`config.mk`:
```
export PLATFORM = sky130hd
export DESIGN_NAME = ror_seq
export DESIGN_NICKNAME = d
export VERILOG_FILES = /design/src/rtl/ror_seq.sv
export SDC_FILE = /design/constraint.sdc
export NUM_CORES = 1
export LEC_CHECK = 0
export ABC_CLOCK_PERIOD_IN_PS = 1900
export CAP_MARGIN = 20
export CELL_PAD_IN_SITES_DETAIL_PLACEMENT = 2
export CELL_PAD_IN_SITES_GLOBAL_PLACEMENT = 2
export CORE_AREA = 2 2 127 98
export CTS_CLUSTER_DIAMETER = 50
export DETAILED_ROUTE_END_ITERATION = 8
export DIE_AREA = 0 0 129 100
export PLACE_DENSITY = 0.76
export SLEW_MARGIN = 10
export SYNTH_ARGS = -nofsm -noshare
export SYNTH_HDL_FRONTEND = slang
export SYNTH_SLANG_ARGS = --single-unit
```
`constraint.sdc`:
```
create_clock -name clk -period 1.9 [get_ports clk]
set_input_delay 0.19 -clock clk [delete_from_list [all_inputs] [get_ports clk]]
set_output_delay 0.19 -clock clk [all_outputs]
set_load 0.01 [all_outputs]
```
`src/rtl/ror_seq.sv`:
```
// Sequential rotate-right unit: rotates one bit per clock,
// reports completion with a one-cycle done pulse.
module ror_seq #(
  parameter int WIDTH   = 32,
  parameter int SHAMT_W = 5
) (
  input  logic               clk,
  input  logic               clr,
  input  logic               start,
  input  logic [WIDTH-1:0]   Rb,
  input  logic [SHAMT_W-1:0] Rc,
  output logic [WIDTH-1:0]   Ra,
  output logic               busy,
  output logic               done
);

  typedef enum logic [1:0] {
    IDLE  = 2'd0,
    SHIFT = 2'd1,
    DONE  = 2'd2
  } state_t;

  state_t             state_q, state_d;
  logic [WIDTH-1:0]   work_q, work_d;
  logic [SHAMT_W-1:0] cnt_q, cnt_d;
  logic [WIDTH-1:0]   ra_q, ra_d;
  logic [WIDTH-1:0]   rot1;

  assign rot1 = {work_q[0], work_q[WIDTH-1:1]};

  always_ff @(posedge clk or posedge clr) begin
    if (clr) begin
      state_q <= IDLE;
      work_q  <= '0;
      cnt_q   <= '0;
      ra_q    <= '0;
    end else begin
      state_q <= state_d;
      work_q  <= work_d;
      cnt_q   <= cnt_d;
      ra_q    <= ra_d;
    end
  end

  always_comb begin
    state_d = state_q;
    work_d  = work_q;
    cnt_d   = cnt_q;
    ra_d    = ra_q;
    unique case (state_q)
      IDLE, DONE: begin
        state_d = IDLE;
        if (start) begin
          work_d = Rb;
          cnt_d  = Rc;
          // A zero amount skips SHIFT and publishes the operand as-is
          if (Rc == '0) begin
            state_d = DONE;
            ra_d    = Rb;
          end else begin
            state_d = SHIFT;
          end
        end
      end
      SHIFT: begin
        work_d = rot1;
        cnt_d  = cnt_q - 1'b1;
        if (cnt_q == SHAMT_W'(1)) begin
          state_d = DONE;
          ra_d    = rot1;
        end
      end
      default: state_d = IDLE;
    endcase
  end

  assign Ra   = ra_q;
  assign busy = (state_q == SHIFT);
  assign done = (state_q == DONE);

endmodule

```
==> results <==
[final timing paths]
check / endpoint / from / cells past startpoint / slack [ns]
worst max register to register: Ra[30]$_DFFE_PP0P_ / cnt_q[1]$_DFFE_PP0P_ / 6 / 0.20
worst min register to register: Ra[20]$_DFFE_PP0P_ / Ra[20]$_DFFE_PP0P_ / 2 / 0.52
max in group asynchronous: state_q[0]$_DFFE_PP0P_ / clr / 3 / 1.24
worst max-delay path: Ra[30]$_DFFE_PP0P_ / cnt_q[1]$_DFFE_PP0P_ / 6 / 0.20
worst min-delay path: Ra[20]$_DFFE_PP0P_ / clr / 3 / 0.32
min in group clk: Ra[20]$_DFFE_PP0P_ / Ra[20]$_DFFE_PP0P_ / 2 / 0.52
[synth_stat cells (2+ instances only)]
cell and count:
buf_6 2, buf_8 2, nor2_1 2, buf_12 5
clkbuf_1 5, mux2i_1 67, buf_2 4, nor3_1 34
a21oi_1 33, inv_1 35, ha_1 2, nor2b_1 2
dfrtp_1 71
[worst max-delay path: stages, from the launching register on]
cell and delay [ns]:
dfrtp_1 0.39, inv_1 0.09, ha_1 0.14, nor4b_2 0.30, a22o_2 0.28, buf_12 0.19
mux2i_1 0.22
[registers in the layout, indices dropped and copies added, names as in the netlist]
register	cells
work_q	32
state_q	2
Ra	32
cnt_q	5
[cell type report]
class | count | area share [%]
clock inverter | 5 | 2.31
tap | 166 | 4.57
sequential | 71 | 39.1
clock buffer | 11 | 5.34
inverter | 36 | 3.22
timing repair buffer | 84 | 19.0
multi-input combinational | 157 | 26.4
[cells in the final DEF (no fill, tap or decap), drive strengths merged, types with 2 or more instances in the layout]
cell	count
buf	11
bufinv	3
dfrtp	71
mux2i	67
clkinvlp	3
nor2	2
inv	35
nor2b	2
clkbuf	11
clkdlybuf4s50	72
nor3	34
ha	2
nor4b	2
nand2b	2
a21oi	33
[power breakdown]
part           internal, µW  switching [µW]
combinational          1650            1680
sequential             2250             462
clock                  1320             667
total                  5220            2810
[logic make-up after synthesis]
| group | synth area share (%) |
|---|---|
| flip-flops | 53.8 |
| AO/OA/AOI/OAI | 7.09 |
| adder cells (fa/ha/maj) | 0.758 |
| multiplexers | 20.7 |
| AND/OR/NAND/NOR | 7.62 |
| buffers and inverters | 10.1 |
[metal layers]
layer  part of all wire, %  up-vias  GRT usage, %
met4                  0.60        0          3.01
met2                    48       46          23.2
met1                    48     1180          18.5
li1                      -     1126             -
met3                   4.0        5          4.69
met5                     0        -             0
[per-stage QoR]
stage               setup WS [ns]  hold WS, ns  total power (µW)  area (µm²)  std cells
global placement            0.196        0.509              5940        4190        514
CTS                       0.00389        0.335              8180        4540        530
finish                      0.201        0.320              8030        4550        530
floorplan                   0.430        0.314              4860        3310        283
detailed placement          0.122        0.516              6140        4190        514
global route                0.122        0.353              8610        4550        530
[repair_timing]
action / 4_1_cts / 5_1_grt
gates resized for setup: 2 / 3
endpoints found under the hold margin: 0 / 0
endpoints found under the setup margin: 1 / 1
==> flow_metrics.py <==
metrics = {
    "power": {
        "ir_drop_uv": 479,
        "power_density_mw_per_mm2": 1770,
        "leakagePower_uw": 0.00199,
    },
    "drt": {
        "drt_pre_antenna_iters": 3,
        "vias": 2357,
        "drtIter0Drc": 69,
        "drtAntennaViolNets": 0,
        "viasPerCell": 4.45,
        "wl_mm": 8.64,
        "drc": 0,
        "wl_per_cell_um": 16.3,
    },
    "final_layout": {
        "antenna_cells": 0,
        "seq_area_mm2": 0.00178,
        "fin_util_pct": 38.3,
        "drive_gt1_share_pct": 9.34,
        "fillers": 1276,
        "area_delta_synth_final_pct": 37.7,
        "nNetsFinal": 401,
        "multiInputGateArea_mm2": 0.00120,
    },
    "floorplanning": {
        "coreArea_mm2": 0.0119,
        "die_h_um": 100,
        "die_x_um": 129,
        "dieArea_mm2": 0.0129,
        "ioPinCount": 74,
        "row_count": 35,
        "start_util_pct": 27.8,
    },
    "synthesis": {
        "synth-edff-count": 0,
        "yosysWarnings": 0,
        "yosys.area.top_type_share_pct": 53.8,
        "synthCells": 283,
        "syn_area_mm2": 0.00330,
        "synth-seq-area-share_pct": 53.8,
        "synthesis.nets": 325,
        "ys_async_sr_fraction_pct": 100,
        "synth-seq-cells": 71,
        "avgSynthCellArea_um2": 11.7,
        "synth_flop_cell": "dfrtp_1",
        "synth_area_leader_cell": "dfrtp_1",
        "synth_cell_types": 32,
        "synthTopCellsByArea": "dfrtp_1 54%, mux2i_1 20%, nor3_1 5.2%",
    },
    "clocking": {
        "cts_tree": "yes",
        "clockBufferDepth": 2,
        "clock-sinks": 71,
        "htree_num_levels": 3,
        "clkTransAtPathRegs_ns": 0.06,
        "numCtsBuffers": 9,
        "cts-root-buf": "clkbuf_16",
        "hold_buffers": 0,
        "clk_latency_ns": 0.33,
        "post_cts_buffers": 0,
    },
    "timing": {
        "finalHoldViolCount": 0,
        "setup_viol": 0,
        "rsz0062_at_grt": "no",
        "clock.fmax_mhz": 589,
        "worst_slew_pin_slew_ns": 0.388,
        "relSlewSlack_pct": 73.9,
        "period_needed_ns": 1.70,
        "slew_violations": 0,
        "fin_setup_tns_ns": 0,
        "fin_crit_sh_pct": 89.4,
        "skew_ns": 0.00719,
    },
    "setup_path": {
        "critPathRequiredTime_ns": 2.15,
        "cp.arrival_ns": 1.95,
        "critPathLaunchType": "flip-flop",
        "crit_fanout": 17,
        "critPathKind": "reg -> reg",
        "critPathCaptureType": "flip-flop",
    },
    "global_route": {
        "groute.usage.overall_pct": 14.2,
        "grt_pass1_wl_mm": 14.1,
        "grt_pass1_vias": 2734,
        "overflow": 0,
        "antenna_found_initial": 0,
        "grt_max_degree": 72,
    },
    "min_path": {
        "hp-class": "in -> async",
    },
    "placed_design": {
        "place_hpwl_mm": 6.07,
        "io_buffers": 73,
        "gp_congestion": 0.733,
    },
    "status": {
        "outcome": "completed",
    },
    "flow_run": {
        "drv_cap": 0,
    },
}
Power figures use the tool's default switching activity.
